File: src/rtl/mul_issue_ctrl_pkg.sv
// Shared encodings for the multiply issue controller: op select, FSM states
// and the datapath width.
package mul_issue_ctrl_pkg;

  localparam int DATA_W = 32;
  localparam int OP_W   = 2;

  typedef enum logic [1:0] {
    MULTU   = 2'd0,
    MULTS   = 2'd1,
    MULTUHI = 2'd2,
    MULTSHI = 2'd3
  } mul_op_e;

  typedef enum logic [2:0] {
    S_IDLE  = 3'd0,
    S_ISSUE = 3'd1,
    S_WAIT  = 3'd2,
    S_FIXUP = 3'd3,
    S_DRAIN = 3'd4
  } mul_state_e;

  function automatic logic op_is_signed(input mul_op_e op);
    return (op == MULTS) || (op == MULTSHI);
  endfunction

  function automatic logic op_is_high(input mul_op_e op);
    return (op == MULTUHI) || (op == MULTSHI);
  endfunction

endpackage

File: src/rtl/mul_issue_ctrl_if.sv
// Bundles the execute-stage request/result signals and the multiplier
// operand/product signals seen by the issue controller.
interface mul_issue_ctrl_if #(
  parameter int DATA_W = mul_issue_ctrl_pkg::DATA_W,
  parameter int OP_W   = mul_issue_ctrl_pkg::OP_W
);

  logic                  req;
  logic [OP_W-1:0]       op;
  logic [DATA_W-1:0]     a;
  logic [DATA_W-1:0]     b;
  logic                  flush;
  logic                  stall;
  logic [DATA_W-1:0]     result;
  logic                  result_valid;
  logic [DATA_W-1:0]     mul_a;
  logic [DATA_W-1:0]     mul_b;
  logic                  mul_start;
  logic [2*DATA_W-1:0]   mul_y;
  logic                  mul_done;

  // The controller is the slave; the CPU plus multiplier form the master side.
  modport slave (
    input  req, op, a, b, flush, mul_y, mul_done,
    output stall, result, result_valid, mul_a, mul_b, mul_start
  );

  modport master (
    output req, op, a, b, flush, mul_y, mul_done,
    input  stall, result, result_valid, mul_a, mul_b, mul_start
  );

endinterface

File: src/rtl/mul_issue_ctrl_negate.sv
// Conditional two's-complement negation, used both to turn signed operands
// into magnitudes and to restore the sign of the 64-bit product.
module twos_negate #(
  parameter int WIDTH = 32
) (
  input  logic [WIDTH-1:0] x_i,
  input  logic             neg_i,
  output logic [WIDTH-1:0] y_o
);

  assign y_o = neg_i ? (~x_i + WIDTH'(1)) : x_i;

endmodule

File: src/rtl/mul_issue_ctrl.sv
// Issue controller between the execute stage and an unsigned pipelined
// multiplier: magnitude conversion, start/done handshake, sign fix-up, flush drain.
module mul_issue_ctrl #(
  parameter int OP_W   = mul_issue_ctrl_pkg::OP_W,
  parameter int DATA_W = mul_issue_ctrl_pkg::DATA_W
) (
  input  logic            clk,
  input  logic            reset,
  mul_issue_ctrl_if.slave bus
);

  import mul_issue_ctrl_pkg::*;

  mul_state_e          state_q;
  logic [DATA_W-1:0]   mul_a_q;
  logic [DATA_W-1:0]   mul_b_q;
  logic [DATA_W-1:0]   result_q;
  logic [2*DATA_W-1:0] prod_q;
  logic                neg_q;
  logic                high_q;
  logic                mul_start_q;
  logic                result_valid_q;

  mul_op_e             op_d;
  logic                signed_d;
  logic                high_d;
  logic                neg_d;
  logic                accept_d;
  logic                stall_d;
  logic [DATA_W-1:0]   mul_a_d;
  logic [DATA_W-1:0]   mul_b_d;
  logic [2*DATA_W-1:0] prod_d;

  assign op_d     = mul_op_e'(bus.op[OP_W-1:0]);
  assign signed_d = op_is_signed(op_d);
  assign high_d   = op_is_high(op_d);
  assign neg_d    = signed_d & (bus.a[DATA_W-1] ^ bus.b[DATA_W-1]);
  assign accept_d = (state_q == S_IDLE) & bus.req & ~bus.flush;

  twos_negate #(.WIDTH(DATA_W)) u_neg_a (
    .x_i   (bus.a),
    .neg_i (signed_d & bus.a[DATA_W-1]),
    .y_o   (mul_a_d)
  );

  twos_negate #(.WIDTH(DATA_W)) u_neg_b (
    .x_i   (bus.b),
    .neg_i (signed_d & bus.b[DATA_W-1]),
    .y_o   (mul_b_d)
  );

  twos_negate #(.WIDTH(2*DATA_W)) u_neg_p (
    .x_i   (bus.mul_y),
    .neg_i (neg_q),
    .y_o   (prod_d)
  );

  // A live request arriving in IDLE or DRAIN stalls at once, so the CPU holds it until accepted.
  assign stall_d = reset & (
                     (bus.req & ~bus.flush & ((state_q == S_IDLE) | (state_q == S_DRAIN))) |
                     (state_q == S_ISSUE) |
                     (state_q == S_WAIT));

  always_ff @(posedge clk or negedge reset) begin
    if (!reset) begin
      state_q        <= S_IDLE;
      mul_a_q        <= '0;
      mul_b_q        <= '0;
      result_q       <= '0;
      prod_q         <= '0;
      neg_q          <= 1'b0;
      high_q         <= 1'b0;
      mul_start_q    <= 1'b0;
      result_valid_q <= 1'b0;
    end else begin
      mul_start_q    <= 1'b0;
      result_valid_q <= 1'b0;
      unique case (state_q)
        S_IDLE: begin
          if (accept_d) begin
            mul_a_q     <= mul_a_d;
            mul_b_q     <= mul_b_d;
            neg_q       <= neg_d;
            high_q      <= high_d;
            mul_start_q <= 1'b1;
            state_q     <= S_ISSUE;
          end
        end
        S_ISSUE: begin
          state_q <= bus.flush ? S_DRAIN : S_WAIT;
        end
        S_WAIT: begin
          // A done that coincides with a flush has already drained the multiplier.
          if (bus.mul_done) begin
            if (bus.flush) begin
              state_q <= S_IDLE;
            end else begin
              prod_q  <= prod_d;
              state_q <= S_FIXUP;
            end
          end else if (bus.flush) begin
            state_q <= S_DRAIN;
          end
        end
        S_FIXUP: begin
          result_q       <= high_q ? prod_q[2*DATA_W-1:DATA_W] : prod_q[DATA_W-1:0];
          result_valid_q <= 1'b1;
          state_q        <= S_IDLE;
        end
        S_DRAIN: begin
          if (bus.mul_done) begin
            state_q <= S_IDLE;
          end
        end
        default: begin
          state_q <= S_IDLE;
        end
      endcase
    end
  end

  assign bus.stall        = stall_d;
  assign bus.result       = result_q;
  assign bus.result_valid = result_valid_q;
  assign bus.mul_a        = mul_a_q;
  assign bus.mul_b        = mul_b_q;
  assign bus.mul_start    = mul_start_q;

endmodule

File: src/flat_wrapper.sv
// flat-port wrapper written by rule: the top's interface ports become plain ports
module mul_issue_ctrl_flat import mul_issue_ctrl_pkg::*;
#(
  parameter int OP_W   = mul_issue_ctrl_pkg::OP_W,
  parameter int DATA_W = mul_issue_ctrl_pkg::DATA_W
)
  (clk, reset, bus_req, bus_op, bus_a, bus_b, bus_flush, bus_mul_y, bus_mul_done, bus_stall, bus_result, bus_result_valid, bus_mul_a, bus_mul_b, bus_mul_start);
  mul_issue_ctrl_if #(.DATA_W(DATA_W), .OP_W(OP_W)) bus_i ();
  input  logic clk;
  input  logic reset;
  input wire logic [$bits(bus_i.req)-1:0] bus_req;
  input wire logic [$bits(bus_i.op)-1:0] bus_op;
  input wire logic [$bits(bus_i.a)-1:0] bus_a;
  input wire logic [$bits(bus_i.b)-1:0] bus_b;
  input wire logic [$bits(bus_i.flush)-1:0] bus_flush;
  input wire logic [$bits(bus_i.mul_y)-1:0] bus_mul_y;
  input wire logic [$bits(bus_i.mul_done)-1:0] bus_mul_done;
  output wire logic [$bits(bus_i.stall)-1:0] bus_stall;
  output wire logic [$bits(bus_i.result)-1:0] bus_result;
  output wire logic [$bits(bus_i.result_valid)-1:0] bus_result_valid;
  output wire logic [$bits(bus_i.mul_a)-1:0] bus_mul_a;
  output wire logic [$bits(bus_i.mul_b)-1:0] bus_mul_b;
  output wire logic [$bits(bus_i.mul_start)-1:0] bus_mul_start;
  assign bus_i.req = bus_req;
  assign bus_i.op = bus_op;
  assign bus_i.a = bus_a;
  assign bus_i.b = bus_b;
  assign bus_i.flush = bus_flush;
  assign bus_i.mul_y = bus_mul_y;
  assign bus_i.mul_done = bus_mul_done;
  assign bus_stall = bus_i.stall;
  assign bus_result = bus_i.result;
  assign bus_result_valid = bus_i.result_valid;
  assign bus_mul_a = bus_i.mul_a;
  assign bus_mul_b = bus_i.mul_b;
  assign bus_mul_start = bus_i.mul_start;
  mul_issue_ctrl #(.OP_W(OP_W), .DATA_W(DATA_W)) u_core (.clk(clk), .reset(reset), .bus(bus_i));
endmodule
File: config.mk
export PLATFORM = sky130hd
export DESIGN_NAME = mul_issue_ctrl_flat
export DESIGN_NICKNAME = d
export VERILOG_FILES = /design/src/rtl/mul_issue_ctrl_pkg.sv /design/src/rtl/mul_issue_ctrl_if.sv /design/src/rtl/mul_issue_ctrl_negate.sv /design/src/rtl/mul_issue_ctrl.sv /design/src/flat_wrapper.sv
export SDC_FILE = /design/constraint.sdc
export NUM_CORES = 1
export LEC_CHECK = 0
export BUFFER_PORTS_ARGS = -buffer_cell sky130_fd_sc_hd__buf_2
export CAP_MARGIN = 20
export CORE_MARGIN = 1.5
export CORE_UTILIZATION = 50
export DETAILED_ROUTE_END_ITERATION = 10
export GPL_ROUTABILITY_DRIVEN = 0
export PLACE_DENSITY = 0.75
export RECOVER_POWER = 50
export SLEW_MARGIN = 20
export SYNTH_ARGS = -nofsm -noshare
export SYNTH_HDL_FRONTEND = slang
export SYNTH_HIERARCHICAL = 1
export SYNTH_SLANG_ARGS = --single-unit
File: constraint.sdc
create_clock -name clk -period 5 [get_ports clk]
set_clock_uncertainty 0.2 [all_clocks]
set_input_delay 0.5 -clock clk [delete_from_list [all_inputs] [get_ports clk]]
set_output_delay 0.5 -clock clk [all_outputs]
set_load 0.05 [all_outputs]
==> reports/metrics.cfg <==
[routing]
vias = 7482
drt_pre_antenna_iters = 5
wire_per_inst_um = 17.68
drtAntennaViolNets = 0
drc = 0
drt_iter0_markers = 321
routed_via_density = 5.575
drt_wl_total_um = 23730

[power_and_ir_drop]
irDropWorstVdd_v = 0.0003682
p_sw_frac = 0.4347
power_frac_clock = 0.207
power.leakage_nw = 4.859
p_switching_w = 0.002815
power.density_mw_per_mm2 = 553.5
p_comb_frac = 0.442
power.internal_w = 0.003660
power_frac_seq = 0.351
p_total_w = 0.006475

[cells_and_area]
syn2layout_area_growth_pct = 17.89
fin_nets = 1202
nFillCells = 1706
antenna_cells = 0
drive_above_1_share = 0.3389

[clock_network]
cts_tree = yes
clk_pin_slew_ns = 0.07
clk_latency_ns = 0.42
numCtsBuffers = 17
cts.root.buffer_cell = clkbuf_16
cts.sinks = 167
htree_num_levels = 4
post-cts-setup-buffer-count = 0
clockBufferDepth = 2

[setup_path]
crit_type = reg2reg
r2r_cells = 3
slowest_delay_ns = 1.73
crit_path_max_fanout = 65
arrival_ns = 3.15
worstPathRequired_ns = 4.99
start_kind = flop
worstSetupEndpointType = flop
worstPathCellList = nand3b_1 > clkbuf_1 > o21ai_0
cp_slowest_cell = clkbuf_1

[min_path]
min_path_cells = 2
hp-class = in2reg

[timing]
rsz0062_at_grt = false
min_period_ns = 3.158
fin_ws_ns = 1.842
finalSetupViolations = 0
tightest_slew_ns = 2.426
period_share = 0.6316
clock.fmax_mhz = 316.7
finalHoldViolCount = 0
relSlewSlack = -0.6170
fin_setup_tns_ns = 0
maxSlewViolCount = 134

[outcome]
violations = max-capacitance violations, max-slew violations
status = finished, violations left

[yosys]
synth_cell_types = 56
ys_top_cells_by_area = dfrtp_1 42%, mux2_2 11%, xnor2_1 11%, mux2_4 4.5%, mux2i_1 3.4%
synth_edf_count = 0
synthesis.nets = 986
async_flop_share = 1.000
yosysTopAreaCellShare = 0.4212
ys_seq_area_frac = 0.4212
synth.largest_area_cell = dfrtp_1
synthCells = 848
yosys.cell_count.top_type = dfrtp_1
synth-seq-cells = 167
ys_top_cells_by_count = 167 x dfrtp_1, 123 x xnor2_1, 99 x mux2_2
synth_area_mm2 = 0.009922
ys_warn_count = 6
syn_avg_cell_area_um2 = 11.70
ys.flop_type = dfrtp_1

[floorplanning]
core_mm2 = 0.01946
rows = 51
die_x_um = 143.9
die_h_um = 143.9
start_util = 0.5098
io_pins = 234
die-area_mm2 = 0.02070

[placement]
dp_hpwl_um = 17090
dp_slack_ns = 1.922
io_buffer_count = 233

[grt]
antenna_found_initial = 0
grt_max_degree = 68
gr-total-overflow = 0
grt_use_total = 0.2351
grt_pass1_wl_um = 38230
first_global_vias = 7402

[run]
drv_cap = 2

## cell families after synthesis
kind of cell	after synthesis	share of synthesized area
AOI/OAI and AO/OA	145	0.1106
buffers and inverters	55	0.03165
muxes	163	0.1921
DFF	167	0.4212
adders and majority gates	3	0.003784
xor gates and xnor gates	124	0.1095
and+or+nand+nor	191	0.1313
## timing repair
| item | CTS | global route |
|---|---|---|
| hold buffers | 1 | 0 |
| endpoints found under the hold margin | 51 | 0 |
| endpoints found under the setup margin | 0 | 0 |
| gates resized for setup | 0 | 0 |
## power by group through the flow
stage	clock network, W	logic (W)	registers, W
6_report	0.00134	0.00286	0.00227
5_1_grt	0.00145	0.00304	0.00235
4_1_cts	0.00138	0.00296	0.00227
3_5_place_dp	0	0.00295	0.00228
3_3_place_gp	0	0.00291	0.00226
2_1_floorplan	0	0.00123	0.00326
## sequential cells by signal (all words and copies together), names as in the netlist
name / flops
u_core/prod_q: 64
u_core/bus.mul_b: 32
u_core/bus.mul_start: 1
u_core/neg_q: 1
u_core/state_q: 3
u_core/bus.mul_a: 32
u_core/bus.result: 32
u_core/bus.result_valid: 1
u_core/high_q: 1
## worst max-delay path: cells and delay by family, from the launching register on
kind	cells	cell delay, ns
compound gates	1	0.36
simple gates	1	0.13
buf+inv	1	1.73
flops	1	0.49
## metrics by stage
step,hold WS (ns),cells,util,cell area (µm²)
2_1_floorplan,0.004409,848,-,9922
3_3_place_gp,0.2563,1308,0.5757,11200
3_5_place_dp,0.2657,1308,0.5757,11200
4_1_cts,0.09116,1341,0.6071,11820
5_1_grt,0.1083,1342,0.6010,11700
6_report,0.1129,1342,0.6010,11700
## path summary, 6_finish.rpt
check                                 startpoint                    end  slack (ns)
setup / recovery               u_core/state_q[0]  u_core/bus.result[23]        1.84
hold / removal                         bus_op[1]          u_core/high_q        0.11
setup reg to reg               u_core/state_q[0]  u_core/bus.result[23]        1.84
hold reg to reg            u_core/bus.result[30]  u_core/bus.result[30]        0.28
max in group asynchronous                  reset       u_core/prod_q[0]        2.38
min in group asynchronous                  reset   u_core/bus.mul_a[21]        0.40
## cell type report
cell class | instances | area [µm²] | share of cell area
multi-input combinational | 626 | 5435 | 0.4646
clock inverter | 14 | 161.4 | 0.01380
tap | 265 | 331.6 | 0.02835
sequential | 167 | 4182 | 0.3575
inverter | 12 | 45.04 | 0.003851
clock buffer | 18 | 439.2 | 0.03754
timing repair buffer | 240 | 1104 | 0.09434
## cell usage in the layout (no fill, tap or decap), types with 8 or more instances in the layout
cell type	count
dfrtp_1	165
nand2b_1	8
clkbuf_1	99
or4_1	8
o41ai_2	12
mux2_2	99
or3_1	11
nor4_4	9
o41ai_1	18
mux2i_1	34
nor3_1	9
o31ai_1	37
nand2_1	70
o21ai_0	67
clkbuf_16	17
inv_1	12
buf_2	134
mux2_4	30
xnor2_1	123
## per-layer routing
metal  track usage  vias to the layer above  share of wire
met5             0                        -              0
met2        0.3830                      206           0.49
met4       0.07680                        0          0.023
met1        0.3148                     3708           0.44
li1              -                     3525              -
met3       0.04432                       43          0.044
(Power assumes the default switching activity.)
